**config.mk**
```make
export PLATFORM = sky130hd
export DESIGN_NAME = st2_decode_ctrl_pipe
export DESIGN_NICKNAME = d
export VERILOG_FILES = /design/src/rtl/st2_ctrl_pkg.sv /design/src/rtl/st2_decode_comb.sv /design/src/rtl/st2_decode_ctrl_pipe.sv
export SDC_FILE = /design/constraint.sdc
export NUM_CORES = 1
export LEC_CHECK = 0
export ABC_AREA = 1
export BUFFER_PORTS_ARGS = -buffer_cell sky130_fd_sc_hd__clkbuf_2
export CORE_ASPECT_RATIO = 0.9
export CORE_MARGIN = 2
export CORE_UTILIZATION = 50
export DETAILED_ROUTE_END_ITERATION = 8
export PLACE_DENSITY = 0.86
export SLEW_MARGIN = 10
export SYNTH_ARGS = -nofsm -noshare
export SYNTH_HDL_FRONTEND = slang
export SYNTH_SLANG_ARGS = --single-unit
```
**constraint.sdc**
```tcl
create_clock -name clk -period 1.5 [get_ports clk]
set_input_delay 0 -clock clk [delete_from_list [all_inputs] [get_ports clk]]
set_output_delay 0 -clock clk [all_outputs]
set_load 0.01 [all_outputs]
```
**src/rtl/st2_ctrl_pkg.sv**
```systemverilog
// st2_ctrl_pkg: opcode/funct constants, control encodings and the ID/EX control bundle
package st2_ctrl_pkg;
   localparam logic [3:0] OP_HALT  = 4'b0000;
   localparam logic [3:0] OP_JMP   = 4'b0001;
   localparam logic [3:0] OP_BGT   = 4'b0100;
   localparam logic [3:0] OP_BLT   = 4'b0101;
   localparam logic [3:0] OP_BEQ   = 4'b0110;
   localparam logic [3:0] OP_ANDI  = 4'b1000;
   localparam logic [3:0] OP_ORI   = 4'b1001;
   localparam logic [3:0] OP_LBU   = 4'b1010;
   localparam logic [3:0] OP_SB    = 4'b1011;
   localparam logic [3:0] OP_LW    = 4'b1100;
   localparam logic [3:0] OP_SW    = 4'b1101;
   localparam logic [3:0] OP_RTYPE = 4'b1111;
   localparam logic [3:0] FN_ADD   = 4'b0000;
   localparam logic [3:0] FN_SUB   = 4'b0001;
   localparam logic [3:0] FN_MUL   = 4'b0100;
   localparam logic [3:0] FN_DIV   = 4'b0101;
   localparam logic [3:0] FN_MOVE  = 4'b0111;
   localparam logic [3:0] FN_SWAP  = 4'b1000;
   localparam logic [3:0] ALU_ADD  = 4'b0000;
   localparam logic [3:0] ALU_SUB  = 4'b0001;
   localparam logic [3:0] ALU_AND  = 4'b0010;
   localparam logic [3:0] ALU_OR   = 4'b0011;
   localparam logic [3:0] CTRL_NONE = 4'b0000;
   localparam logic [1:0] SE_ZERO  = 2'b00;
   localparam logic [1:0] SE_4     = 2'b01;
   localparam logic [1:0] SE_8     = 2'b10;
   localparam logic [1:0] SE_12    = 2'b11;
   localparam logic [1:0] MEM_NONE = 2'b00;
   localparam logic [1:0] MEM_BYTE = 2'b01;
   localparam logic [1:0] MEM_WORD = 2'b10;
   localparam logic [1:0] RW_NONE  = 2'b00;
   localparam logic [1:0] RW_ONE   = 2'b01;
   localparam logic [1:0] RW_BOTH  = 2'b11;
   typedef struct packed {
      logic [1:0] se_sel;
      logic [1:0] reg_write;
      logic [1:0] mem_read;
      logic [1:0] mem_write;
      logic [3:0] alu_op;
      logic [3:0] ctrl_op;
      logic       r15_write;
      logic       alu_src1;
      logic       alu_src2;
      logic       mem_to_reg;
   } ctrl_bundle_t;
   localparam ctrl_bundle_t BUBBLE = '0;
endpackage

```
**src/rtl/st2_decode_comb.sv**
```systemverilog
// st2_decode_comb: pure combinational OpCode/Funct to control bundle decode
module st2_decode_comb
   import st2_ctrl_pkg::*;
(
   input  logic [3:0]   OpCode,
   input  logic [3:0]   Funct,
   output ctrl_bundle_t ctrl,
   output logic         is_muldiv,
   output logic         is_halt,
   output logic         is_illegal
);
   assign is_muldiv = (OpCode == OP_RTYPE) && (Funct == FN_MUL || Funct == FN_DIV);
   assign is_halt   = (OpCode == OP_HALT);
   // decode one instruction; unknown codes flag illegal and leave the bundle empty
   always_comb begin
      ctrl = BUBBLE;
      is_illegal = 1'b0;
      case (OpCode)
         OP_RTYPE: begin
            case (Funct)
               FN_ADD, FN_SUB, FN_MUL, FN_DIV, FN_MOVE, FN_SWAP: begin
                  ctrl.alu_op    = Funct;
                  ctrl.reg_write = (Funct == FN_SWAP) ? RW_BOTH : RW_ONE;
                  ctrl.r15_write = (Funct == FN_MUL || Funct == FN_DIV || Funct == FN_SWAP);
                  ctrl.alu_src1  = (Funct == FN_MOVE || Funct == FN_SWAP);
               end
               default: is_illegal = 1'b1;
            endcase
         end
         OP_ANDI, OP_ORI: begin
            ctrl.alu_op    = (OpCode == OP_ANDI) ? ALU_AND : ALU_OR;
            ctrl.reg_write = RW_ONE;
            ctrl.se_sel    = SE_ZERO;
            ctrl.alu_src2  = 1'b1;
         end
         OP_LBU, OP_LW: begin
            ctrl.alu_op     = ALU_ADD;
            ctrl.reg_write  = RW_ONE;
            ctrl.mem_read   = (OpCode == OP_LBU) ? MEM_BYTE : MEM_WORD;
            ctrl.mem_to_reg = 1'b1;
            ctrl.se_sel     = SE_4;
            ctrl.alu_src2   = 1'b1;
         end
         OP_SB, OP_SW: begin
            ctrl.alu_op    = ALU_ADD;
            ctrl.mem_write = (OpCode == OP_SB) ? MEM_BYTE : MEM_WORD;
            ctrl.se_sel    = SE_4;
            ctrl.alu_src2  = 1'b1;
         end
         OP_BGT, OP_BLT, OP_BEQ: begin
            ctrl.alu_op  = ALU_SUB;
            ctrl.ctrl_op = OpCode;
            ctrl.se_sel  = SE_8;
         end
         OP_JMP: begin
            ctrl.ctrl_op = OpCode;
            ctrl.se_sel  = SE_12;
         end
         OP_HALT: ctrl.ctrl_op = CTRL_NONE;
         default: is_illegal = 1'b1;
      endcase
   end
endmodule

```
**src/rtl/st2_decode_ctrl_pipe.sv**
```systemverilog
// st2_decode_ctrl_pipe: registered stage-2 control decode with handshake, stall, flush, MUL/DIV blocking and HALT
module st2_decode_ctrl_pipe
   import st2_ctrl_pkg::*;
#(
   parameter int MUL_CYC = 3,
   parameter int DIV_CYC = 8,
   parameter int CNT_W   = 4
)(
   input  logic       clk,
   input  logic       rst,
   input  logic       in_valid,
   input  logic [3:0] OpCode,
   input  logic [3:0] Funct,
   input  logic       stall_in,
   input  logic       flush,
   output logic       in_ready,
   output logic       out_valid,
   output logic [1:0] SE_Sel,
   output logic [1:0] regWrite,
   output logic [1:0] memRead,
   output logic [1:0] memWrite,
   output logic [3:0] ALUop,
   output logic [3:0] ctrlOp,
   output logic       R15Write,
   output logic       ALUsrc1,
   output logic       ALUsrc2,
   output logic       memToReg,
   output logic       illegal,
   output logic       halted
);
   typedef enum logic [1:0] {RUN, BUSY, HALT} state_t;
   localparam logic [CNT_W-1:0] MUL_LEN = CNT_W'(MUL_CYC - 1);
   localparam logic [CNT_W-1:0] DIV_LEN = CNT_W'(DIV_CYC - 1);
   state_t           state;
   logic [CNT_W-1:0] cnt;
   logic [CNT_W-1:0] busy_len;
   ctrl_bundle_t     dec;
   ctrl_bundle_t     ctrl_q;
   logic             dec_muldiv;
   logic             dec_halt;
   logic             dec_illegal;
   logic             accept;
   st2_decode_comb u_dec (
      .OpCode     (OpCode),
      .Funct      (Funct),
      .ctrl       (dec),
      .is_muldiv  (dec_muldiv),
      .is_halt    (dec_halt),
      .is_illegal (dec_illegal)
   );
   assign busy_len = Funct[0] ? DIV_LEN : MUL_LEN;
   assign in_ready = (state == RUN) && !stall_in;
   assign accept   = in_valid && in_ready && !flush;
   assign halted   = (state == HALT);
   assign SE_Sel   = ctrl_q.se_sel;
   assign regWrite = ctrl_q.reg_write;
   assign memRead  = ctrl_q.mem_read;
   assign memWrite = ctrl_q.mem_write;
   assign ALUop    = ctrl_q.alu_op;
   assign ctrlOp   = ctrl_q.ctrl_op;
   assign R15Write = ctrl_q.r15_write;
   assign ALUsrc1  = ctrl_q.alu_src1;
   assign ALUsrc2  = ctrl_q.alu_src2;
   assign memToReg = ctrl_q.mem_to_reg;
   // ID/EX register, illegal pulse and RUN/BUSY/HALT sequencing; the busy count runs even while stalled
   always_ff @(posedge clk) begin
      if (rst) begin
         state     <= RUN;
         cnt       <= '0;
         ctrl_q    <= BUBBLE;
         out_valid <= 1'b0;
         illegal   <= 1'b0;
      end else begin
         illegal <= accept && dec_illegal;
         if (!stall_in) begin
            ctrl_q    <= (accept && !dec_illegal) ? dec : BUBBLE;
            out_valid <= accept && !dec_illegal;
         end
         case (state)
            RUN: begin
               if (accept && dec_halt) state <= HALT;
               else if (accept && dec_muldiv && busy_len != '0) begin
                  cnt   <= busy_len;
                  state <= BUSY;
               end
            end
            BUSY: begin
               cnt <= cnt - 1'b1;
               if (cnt == CNT_W'(1)) state <= RUN;
            end
            default: state <= HALT;
         endcase
      end
   end
endmodule

```
# Word level (Yosys, flattened, before mapping)

Index checks and enable logic that the tools add are counted.

Reduce and logical (&&, ||, !) cells: 32
Add/subtract/negate cells: 1
Equality and inequality tests: 23
Mux-type cells: 27

Operators by type and width:

| operator                                                                | count |
|---|---|
| 4-bit == test, second input constant                                    | 8 |
| 4-bit by 3-bit == test with 1-bit output, second input constant         | 6 |
| 2-bit 2-to-1 mux                                                        | 11 |
| 20-bit 2-to-1 mux                                                       | 1 |
| 4-bit 2-to-1 mux                                                        | 4 |
| 4-bit by 1-bit == test with 1-bit output, second input constant         | 3 |
| 4-bit case mux with 3 select lines                                      | 1 |
| 4-bit OR reduction                                                      | 3 |
| 6-bit OR reduction                                                      | 2 |
| 11-bit OR reduction                                                     | 1 |
| 1-bit logical AND                                                       | 9 |
| 4-bit logical NOT                                                       | 2 |
| 2-bit case mux with 2 select lines                                      | 2 |
| 4-bit case mux with 2 select lines                                      | 1 |
| 2-bit case mux with 3 select lines                                      | 1 |
| 2-bit OR reduction                                                      | 3 |
| 1-bit 2-to-1 mux                                                        | 4 |
| 2-bit inequality test, second input constant                            | 2 |
| 4-bit nonzero test                                                      | 1 |
| 4-bit by 1-bit subtractor with 4-bit output, second input constant      | 1 |
| 1-bit logical NOT                                                       | 3 |
| 1-bit logical OR                                                        | 3 |
| 3-bit 2-to-1 mux                                                        | 1 |
| 3-bit by 1-bit inequality test with 1-bit output, second input constant | 1 |
| other kinds (9)                                                         | 9 |

Bits of input ports: 13
Output and inout bits: 24
Logic and storage cells: 97
Flip-flop bits (word level): 28

# Longest topological paths before layout

Gate-level depths: netlist of run 1.

Word-level depth: 9
Gate-level depth with buffers: 9
Gate-level depth less buffers: 8

# Hierarchy

Synthesis of run 1 repeated with hierarchy kept, for this count alone.

Cells, all modules: 214
Area, all modules: 1,392.6 µm²

Modules (own cells, without submodules):

| module               | cells an instance | times used | sequential area each (µm²) | area each (µm²) |
|---|---|---|---|---|
| st2_decode_ctrl_pipe | 153               | 1          | 560.5                      | 1,118.6 |
| st2_decode_comb      | 61                | 1          | 0.0                        | 274.0 |

# Worst setup path after synthesis of run 1

Ideal clock, no wire load.

Path kind: flip-flop to flip-flop
Start: register state[0]
End: register ctrl_q, in the netlist memWrite[1]
Library setup time: 67 ps
Clock period less this slack: 1,142 ps
Data required time: 1,433 ps
Path slack: 358 ps
Cell stages (with the launch flop): 7
Path buffers: 1
Arrival: 1,075 ps
Cells stage by stage: dfxtp_1 > nor3_4 > nand2_2 > clkinv_4 > nand3_4 > buf_12 > o21ai_2

Cells in the longest elaborated chain, start to end: 6

RTL lines:

| element                         | RTL line                   | source |
|---|---|---|
| from (decl)                     | st2_decode_ctrl_pipe.sv:34 | `state_t state;` |
| from (signal assigned)          | st2_decode_ctrl_pipe.sv:68 | `state <= RUN;` |
| from (signal assigned)          | st2_decode_ctrl_pipe.sv:81 | `if (accept && dec_halt) state <= HALT;` |
| from (signal assigned)          | st2_decode_ctrl_pipe.sv:84 | `state <= BUSY;` |
| 2-bit logical NOT               | st2_decode_ctrl_pipe.sv:52 | `assign in_ready = (state == RUN) && !stall_in;` |
| 1-bit logical AND               | st2_decode_ctrl_pipe.sv:52 |  |
| named net in_ready              | st2_decode_ctrl_pipe.sv:16 | `output logic in_ready,` |
| 1-bit logical AND (2 in series) | st2_decode_ctrl_pipe.sv:53 | `assign accept = in_valid && in_ready && !flush;` |
| 1-bit logical AND               | st2_decode_ctrl_pipe.sv:76 | `ctrl_q <= (accept && !dec_illegal) ? dec : BUBBLE;` |
| 20-bit 2-to-1 mux               | st2_decode_ctrl_pipe.sv:76 |  |
| to (signal assigned)            | st2_decode_ctrl_pipe.sv:76 |  |
| to (decl)                       | st2_decode_ctrl_pipe.sv:38 | `ctrl_bundle_t ctrl_q;` |

The timed path passes the listed nets, and every way through them passes these cells.
A chain may end at the register's enable or synchronous reset.

# Worst setup path in the final report of run 1

Start: input port OpCode[3]
End: register ctrl_q, in the netlist ALUop[1]

Cells in the longest elaborated chain, start to end: 6
Elaborated cells on any way between the ends: 20
Classes of those cells: eq/ne (11); mux (3); reduce/logical (6)

RTL lines:

| element                               | RTL line                   | source |
|---|---|---|
| from (decl)                           | st2_decode_ctrl_pipe.sv:12 | `input logic [3:0] OpCode,` |
| 4-bit == test (tied with other cells) | st2_decode_comb.sv:18      | `case (OpCode)` |
| 11-bit OR reduction (no line)         | --                         |  |
| 1-bit case mux with 2 select lines    | st2_decode_comb.sv:18      |  |
| 1-bit logical NOT                     | st2_decode_ctrl_pipe.sv:76 |  |
| 1-bit logical AND                     | st2_decode_ctrl_pipe.sv:76 |  |
| 20-bit 2-to-1 mux *                   | st2_decode_ctrl_pipe.sv:76 |  |

Every way passes the cells marked *; elsewhere a longest branch is shown, timed or not.

==> results of run 1 <==
## flip-flops by register name (all words and copies together), names as in the netlist
signal	cells
ALUop	4
cnt	4
ctrlOp	4
SE_Sel	2
memRead	2
memWrite	2
regWrite	2
state	2
ALUsrc1	1
ALUsrc2	1
R15Write	1
illegal	1
memToReg	1
out_valid	1
## cells in the mapped netlist, types with 3 or more instances
master	count
a21oi_1	15
dfxtp_1	28
inv_1	24
nand2_1	44
nand2_2	7
nand3_1	12
nor2_1	17
nor2_2	3
nor3_1	3
o21ai_0	9
o21ai_2	9
## worst paths after layout
check | start | end | slack (ns) | cells after the start
setup / recovery | OpCode[3] | ALUop[1] | 0.11 | 9
hold / removal | OpCode[0] | memWrite[1] | 0.006 | 3
setup reg to reg | state[0] | ALUop[1] | 0.22 | 5
hold reg to reg | ctrlOp[3] | ctrlOp[3] | 0.45 | 2
## critical path, delay by kind of cell
family,cells,cell delay (ns)
buf+inv,3,0.77
simple gates,5,0.70
compound gates,1,0.13
## power groups by stage
stage / combinational, mW / clock (mW) / sequential, mW
after floorplan: 0.0996 / 0 / 0.769
after CTS: 0.156 / 0.503 / 0.752
after detailed placement: 0.144 / 0 / 0.767
after global routing: 0.175 / 0.544 / 0.753
after global placement: 0.142 / 0 / 0.767
final: 0.159 / 0.494 / 0.751
## layer usage
layer | GRT usage, % | part of all wire [%] | vias up
li1 | - | - | 687
met1 | 27.85 | 48 | 583
met2 | 32.07 | 44 | 42
met3 | 3.546 | 5.1 | 9
met4 | 8.519 | 2.9 | 0
met5 | 0 | 0 | -
## metrics by stage
step           hold slack [ns]  setup WS (ns)
2_1_floorplan          0.07930         0.3579
3_3_place_gp            0.2773         0.3586
3_5_place_dp            0.2720         0.2367
4_1_cts               0.004733         0.1266
5_1_grt                0.02210      0.0008212
6_report              0.005624         0.1125
## repair_timing
item                                   4_1_cts  5_1_grt
hold buffers                                 5        0
endpoints found under the hold margin        8        0
resized for setup                            0        3
setup endpoints to repair                    0        1
## area by class of cell
| type | instances | area, sq um | area share [%] |
|---|---|---|---|
| multi-input cells | 131 | 700.7 | 41.36 |
| flip-flops and latches | 28 | 560.5 | 33.09 |
| repair buffers | 41 | 232.7 | 13.74 |
| inverters | 27 | 110.1 | 6.499 |
| well taps | 30 | 37.54 | 2.216 |
| clock inverters | 1 | 30.03 | 1.773 |
| clock buffers | 3 | 22.52 | 1.329 |
## cells by family after synthesis
family | count (synthesis) | share of synthesized area [%]
compound gates | 36 | 15.73
buf+inv | 31 | 10.40
simple gates | 93 | 32.27
fa+ha+maj | 2 | 1.777
flops | 28 | 39.82
==> results.yml, run 1 <==
flow_run:
  cap_violations: 0
synthesis:
  synthCells: 190
  synth_edf_count: 0
  yosys.area.top_type: "dfxtp_1"
  ys_seq_area_share_pct: 39.82
  async_reset_ff_share_pct: 0
  synthFlopType: "dfxtp_1"
  ys_ff_latch: 28
  synth_area_sq_um: 1408
  yosysWarningCount: 0
  ys_top_cells_by_area: "dfxtp_1, nand2_1, inv_1"
  synth.distinct_cells: 27
  synthesis.nets: 205
  syn_area_per_cell_sq_um: 7.408
  yosysTopAreaCellShare_pct: 39.82
critical_path:
  path_class: "in -> reg"
  critical_path_arrival_ns: 1.61
  cp-start-kind: "primary input"
  crit_chain: "dlygate4sd3_1, clkbuf_2, inv_1, nand2_2, nor2_2, nor3_2, nand2_4, nand3_4, o21ai_0"
  cp_max_fo: 13
  critPathCaptureType: "flip-flop"
  slowest_delay_ns: 0.54
  required_ns: 1.73
  slowest_stage: "dlygate4sd3_1"
floorplan:
  die_x_microns: 59.93
  die_height_microns: 54.34
  ios: 37
  rows: 18
  fp.dieArea_sq_um: 3256
  start_util_pct: 52.08
  core_sq_um: 2703
place:
  portBuffers: 36
  hpwl_microns: 2217
  gp_congestion: 0.8045
  placed_cells: 252
  placed_area_sq_um: 1585
routing:
  drt_wl_total_microns: 2998
  drt_first_pass_iters: 4
  postRouteAntennaNets: 0
  vias: 1321
  drc: 0
  drtIter0Drc: 85
  viasPerCell: 5.061
  wl_per_cell_microns: 11.49
sta:
  rsz0062_at_grt: "no"
  fmax_mhz: 720.7
  setup_tns_ns: 0
  slew_headroom_pct: 80.35
  fin_crit_ns: 1.387
  worst_pin_slew_ns: 0.2911
  clock-skew-final_ns: 0.008202
  finalMaxSlewViolations: 0
  setup_viol: 0
  hold_viol_final: 0
  finalCritPeriodShare_pct: 92.50
grt:
  globalRouteOverflowTotal: 0
  grt_use_total_pct: 20.46
  grt_max_degree: 17
  grt_pass1_wl_microns: 4988
  antenna_found_initial: 0
  grt_pass1_vias: 1156
layout:
  fin_nets: 247
  fin_cells: 261
  drive_gt1_share_pct: 30.30
  final_common_cell: "nand2_1"
  design_area_sq_um: 1694
  syn_to_final_growth_pct: 20.36
  fillers: 246
  antenna_cells: 0
  mostFrequentLayoutCells: "nand2_1, clkbuf_2, dfxtp_1, inv_1, nor2_1"
  final_core_util_pct: 62.69
cts:
  htreeDepth: 1
  clk_latency_ns: 0.33
  cts_setup_buffers: 0
  cts_tree: "done"
  clock_sinks: 28
  clockBufferDepth: 2
  cts_buffers: 3
  cts.clk_slew.worst_paths_ns: 0.15
  cts_root_buf: "clkbuf_4"
power:
  seqPwrFrac_pct: 53.5
  pwr-share-clk_pct: 35.2
  switching_share_pct: 23.45
  finalPower_mw: 1.405
  p_leak_nw: 0.7767
  power_density_nw_per_um2: 829.2
  vdd_drop_max_mv: 0.6938
  internal_power_mw: 1.075
  p_comb_share_pct: 11.3
  p_switching_uw: 329.4
run_status:
  outcome: "finished, final reports clean"
min_path:
  hold_class: "in -> reg"
(Power assumes the default switching activity.)
==> run 2, diff against run 1 <==
--- a/config.mk
+++ b/config.mk
@@ -11,7 +11,7 @@
 export CORE_MARGIN = 2
 export CORE_UTILIZATION = 50
 export DETAILED_ROUTE_END_ITERATION = 8
-export PLACE_DENSITY = 0.86
+export PLACE_DENSITY = 0.76
 export SLEW_MARGIN = 10
 export SYNTH_ARGS = -nofsm -noshare
 export SYNTH_HDL_FRONTEND = slang
==> run 2 against run 1 <==
- final cell count unchanged
- total power shrank 10%
- clock power fell by 27%
- critical path depth did not move
- die area did not move
- sequential power about the same
- routed wire length down 7.9%
- combinational power shrank 4%
- clock-buffer cell count increased by 1
- largest power group unchanged
- highest routed layer unchanged
- utilization decreased by 0.93 points
- setup slack better by 0.056 ns
- critical path type unchanged
==> results.yml, run 2 (same netlist as run 1, synthesis figures left out) <==
run_status:
  outcome: "finished, final reports clean"
floorplan:
  die_height_microns: 54.34
  rows: 18
  core_sq_um: 2703
  start_util_pct: 52.08
  die_x_microns: 59.93
  ios: 37
  fp.dieArea_sq_um: 3256
critical_path:
  required_ns: 1.76
  crit_family: "buffers and inverters"
  slowest_delay_ns: 0.53
  path_class: "in -> reg"
  cp_max_fo: 13
  slowest_stage: "dlygate4sd3_1"
  path_buf_inv: 3
  crit_chain: "dlygate4sd3_1, clkbuf_2, inv_2, nand3_1, nand3_2, nand2_2, nand2_4, nand3_4, o21ai_0"
  critPathCaptureType: "flip-flop"
  cp-start-kind: "primary input"
  critical_path_arrival_ns: 1.59
place:
  gp_congestion: 0.8798
  hpwl_microns: 2205
  portBuffers: 36
routing:
  postRouteAntennaNets: 0
  wl_per_cell_microns: 10.57
  drt_wl_total_microns: 2760
  drc: 0
  drtIter0Drc: 37
  vias: 1271
  drt_first_pass_iters: 5
  viasPerCell: 4.870
grt:
  grt_pass1_vias: 1074
  grt_pass1_wl_microns: 4540
  grt_max_degree: 16
  antenna_found_initial: 0
  grt_use_total_pct: 18.30
  globalRouteOverflowTotal: 0
power:
  power_density_nw_per_um2: 757.7
  pwr-share-clk_pct: 28.5
  internal_power_uw: 952.1
  switching_share_pct: 24.71
  p_comb_share_pct: 12.1
  p_switching_uw: 312.5
  p_leak_nw: 0.7777
  seqPwrFrac_pct: 59.4
  vdd_drop_max_mv: 0.6652
sta:
  setup_viol: 0
  fmax_mhz: 751.0
  setup_tns_ns: 0
  slew_headroom_pct: 69.79
  finalMaxSlewViolations: 0
  fin_crit_ns: 1.331
  finalCritPeriodShare_pct: 88.76
  rsz0062_at_grt: "no"
  hold_viol_final: 0
  hold-worst-slack_ns: 0.01392
  clock-skew-final_ns: 0.008337
  worst_pin_slew_ns: 0.4527
min_path:
  hold_class: "in -> reg"
cts:
  clk_latency_ns: 0.32
  clock_sinks: 28
  cts_root_buf: "clkbuf_4"
  cts_buffers: 3
  post_cts_resized: 0
  cts_tree: "done"
  htreeDepth: 1
  cts.clk_slew.worst_paths_ns: 0.15
  clockBufferDepth: 2
layout:
  fillers: 267
  fin_nets: 247
  mostFrequentLayoutCells: "nand2_1, clkbuf_2, dfxtp_1, inv_1, nor2_1"
  syn_to_final_growth_pct: 18.58
  drive_gt1_share_pct: 30.30
  antenna_cells: 0
  final_common_cell: "nand2_1"
flow_run:
  cap_violations: 0
[run 2: cell types whose count changed in the layout (fill, tap and decap cells not counted), sizes merged]
cell,before,now
buf,0,1
bufinv,1,0
clkbuf,39,40
clkinvlp,1,0
dlygate4sd3,5,4
inv,25,26
[run 2: worst reg2reg max path, cell delays in order (launching register included)]
cell	delay [ns]
dfxtp_1	0.37
nor3_4	0.18
nand2_2	0.11
clkinv_4	0.09
nand3_4	0.18
o21ai_0	0.22
[run 2: stage by stage]
stage / std cells / power [mW] / instance area [sq um] / utilization [%] / setup WS (ns)
after global placement: 253 / 0.9116 / 1593 / 58.94 / 0.3506
after CTS: 261 / 1.280 / 1669 / 61.76 / 0.1777
after global routing: 261 / 1.321 / 1669 / 61.76 / 0.05341
after detailed placement: 253 / 0.9126 / 1593 / 58.94 / 0.2989
final: 261 / 1.265 / 1669 / 61.76 / 0.1685
after floorplan: 190 / 0.8689 / 1408 / - / 0.3579
[run 2: per-layer routing]
layer | track usage (%) | vias up | wire length (microns)
li1 | - | 690 | -
met4 | 2.593 | 0 | 15
met5 | 0 | - | 0
met1 | 26.16 | 552 | 1401
met3 | 4.728 | 2 | 120
met2 | 28.44 | 27 | 1223
[run 2: path summary, 6_finish.rpt]
check	from	to	slack [ns]	cells past startpoint
setup reg to reg	state[0]	ALUop[1]	0.28	5
setup / recovery	Funct[2]	ALUop[1]	0.17	9
hold reg to reg	ctrlOp[3]	ctrlOp[3]	0.45	2
hold / removal	rst	cnt[2]	0.01	3
[run 2: power by group through the flow]
stage | registers (mW) | logic [mW] | clock network [mW]
floorplan | 0.769 | 0.0996 | 0
global placement | 0.767 | 0.144 | 0
detailed placement | 0.767 | 0.145 | 0
CTS | 0.751 | 0.154 | 0.374
global route | 0.752 | 0.171 | 0.398
finish | 0.751 | 0.153 | 0.360
[run 2: layout make-up]
type / instances / area, sq um / share of cell area, %
multi-input combinational: 131 / 700.7 / 41.98
sequential: 28 / 560.5 / 33.58
inverter: 27 / 106.4 / 6.372
tap: 30 / 37.54 / 2.249
clock buffer: 4 / 36.28 / 2.174
timing repair buffer: 41 / 227.7 / 13.64
[run 2: what timing repair did]
item | in CTS | in global routing
hold endpoints to repair | 4 | 0
hold buffers | 4 | 0
buffers inserted | 0 | 0
==> run 3, diff against run 2 <==
--- a/config.mk
+++ b/config.mk
@@ -9,9 +9,9 @@
 export BUFFER_PORTS_ARGS = -buffer_cell sky130_fd_sc_hd__clkbuf_2
 export CORE_ASPECT_RATIO = 0.9
 export CORE_MARGIN = 2
-export CORE_UTILIZATION = 50
+export CORE_UTILIZATION = 51
 export DETAILED_ROUTE_END_ITERATION = 8
-export PLACE_DENSITY = 0.76
+export PLACE_DENSITY = 0.78
 export SLEW_MARGIN = 10
 export SYNTH_ARGS = -nofsm -noshare
 export SYNTH_HDL_FRONTEND = slang
==> run 3 against run 2 <==
- setup slack worse by 0.049 ns
- non-clock buffer count did not move
- register-to-register slack worse by 0.02 ns
- worst hold slack gained 0.0092 ns
- via count did not move
- critical endpoint is now ALUop[0]
- die area shrank 1.8%
==> results.yml, run 3 (same netlist as run 1, synthesis figures left out) <==
critical_path:
  critical_path_arrival_ns: 1.64
  r2r_slack_ns: 0.26
  r2r_cells: 5
  path_class: "in -> reg"
  required_ns: 1.76
  r2r-start: "state[0]"
  cp-start-kind: "primary input"
  cp_max_fo: 13
  critPathCaptureType: "flip-flop"
  r2r_end: "ALUop[0]"
routing:
  vias: 1271
  route.met2.wl_microns: 1246
  drc: 0
  wl_per_cell_microns: 10.82
  wl_met3_microns: 109
  postRouteAntennaNets: 0
  drt_wl_total_microns: 2824
  top_layer: "met4"
  drt_first_pass_iters: 4
  wl_met1_microns: 1423
  viasPerCell: 4.870
  drtIter0Drc: 29
layout:
  fillers: 252
  multi_input_area_sq_um: 700.7
  fin_cells: 261
  final_common_cell: "nand2_1"
  drive_gt1_share_pct: 30.30
  seq_area_sq_um: 560.5
  syn_to_final_growth_pct: 19.73
  mostFrequentLayoutCells: "nand2_1, clkbuf_2, dfxtp_1, inv_1, nor2_1"
  fin_nets: 247
  antenna_cells: 0
min_path:
  hp-start: "OpCode[0]"
  hold_path_end: "memWrite[1]"
  hold_depth: 3
  hold_class: "in -> reg"
floorplan:
  rows: 18
  die_height_microns: 53.84
  core_sq_um: 2680
  fp.dieArea_sq_um: 3197
  start_util_pct: 52.52
  die_x_microns: 59.38
  ios: 37
grt:
  antenna_found_initial: 0
  grt_pass1_wl_microns: 4560
  globalRouteOverflowTotal: 0
  grt_use_total_pct: 19.05
  grt_pass1_vias: 1055
  grt_max_degree: 17
sta:
  rsz0062_at_grt: "no"
  finalMaxSlewViolations: 0
  worst_pin_slew_ns: 0.4398
  hold_viol_final: 0
  setup_tns_ns: 0
  slew_headroom_pct: 70.65
  clock-skew-final_ns: 0.001721
  finalCritPeriodShare_pct: 92.06
  fin_crit_ns: 1.381
  setup_viol: 0
  fmax_mhz: 724.1
power:
  p_leak_nw: 0.7846
  vdd_drop_max_mv: 0.6284
  power_density_nw_per_um2: 827.1
cts:
  cts.clk_slew.worst_paths_ns: 0.15
  cts_setup_buffers: 0
  cts_buffers: 3
  cts_tree: "done"
  htreeDepth: 1
  clockBufferDepth: 2
  clk_latency_ns: 0.32
  cts_root_buf: "clkbuf_4"
  clock_sinks: 28
  post_cts_resized: 0
place:
  gp_congestion: 0.9058
  placed_cells: 253
  portBuffers: 36
  hpwl_microns: 2103
flow_run:
  cap_violations: 0
run_status:
  outcome: "finished, final reports clean"
run 3: area by class of cell:
cell class              instances  area share, %
multi-input cells             131          41.57
flip-flops and latches         28          33.26
repair buffers                 41          13.51
inverters                      27          6.310
well taps                      30          2.227
clock inverters                 1          1.782
clock buffers                   3          1.336
run 3: worst max-delay path by stage:
| stage | from | endpoint | slack (ns) | depth (start not counted) |
|---|---|---|---|---|
| 6_report | Funct[2] | ALUop[0] | 0.12 | 10 |
| 2_1_floorplan | state[0] | memWrite[1] | 0.36 | 6 |
| 4_1_cts | Funct[2] | ALUop[0] | 0.16 | 10 |
| 5_1_grt | Funct[2] | ALUop[0] | 0.04 | 10 |
| 3_3_place_gp | state[0] | memWrite[0] | 0.34 | 5 |
| 3_5_place_dp | state[0] | memWrite[0] | 0.30 | 5 |
run 3: layer usage:
metal	track usage (%)	vias up
li1	-	685
met1	26.14	558
met2	28.94	22
met3	5.288	6
met4	6.061	0
met5	0	-
run 3: repair_timing:
item                                    4_1_cts  5_1_grt
endpoints found under the hold margin        10        0
hold buffers                                  4        0
endpoints found under the setup margin        0        0
run 3: critical path, stage by stage:
cell           delay (ns)
dlygate4sd3_1        0.53
clkbuf_2             0.17
inv_2                0.05
nor2_2               0.09
nand2_1              0.11
nand3_2              0.11
nand2_2              0.08
nand2_4              0.10
nand3_4              0.18
o21ai_0              0.22
run 3: per-stage QoR:
step	worst slack, ns	area (sq um)	power, mW	hold WS (ns)	utilization [%]
floorplan	0.3579	1408	0.8689	0.07930	-
global placement	0.3438	1593	0.9119	0.3031	59.43
detailed placement	0.3047	1593	0.9122	0.3125	59.43
CTS	0.1628	1685	1.413	0.002786	62.89
global route	0.03900	1685	1.462	0.01155	62.89
finish	0.1190	1685	1.394	0.02316	62.89
run 3: power breakdown:
group	leakage, nW	total (mW)	internal [mW]	switching [mW]
Clock	0.0279	0.488	0.270	0.218
Combinational	0.531	0.155	0.0550	0.0996
Sequential	0.226	0.751	0.749	0.00245
Total	0.785	1.39	1.07	0.320
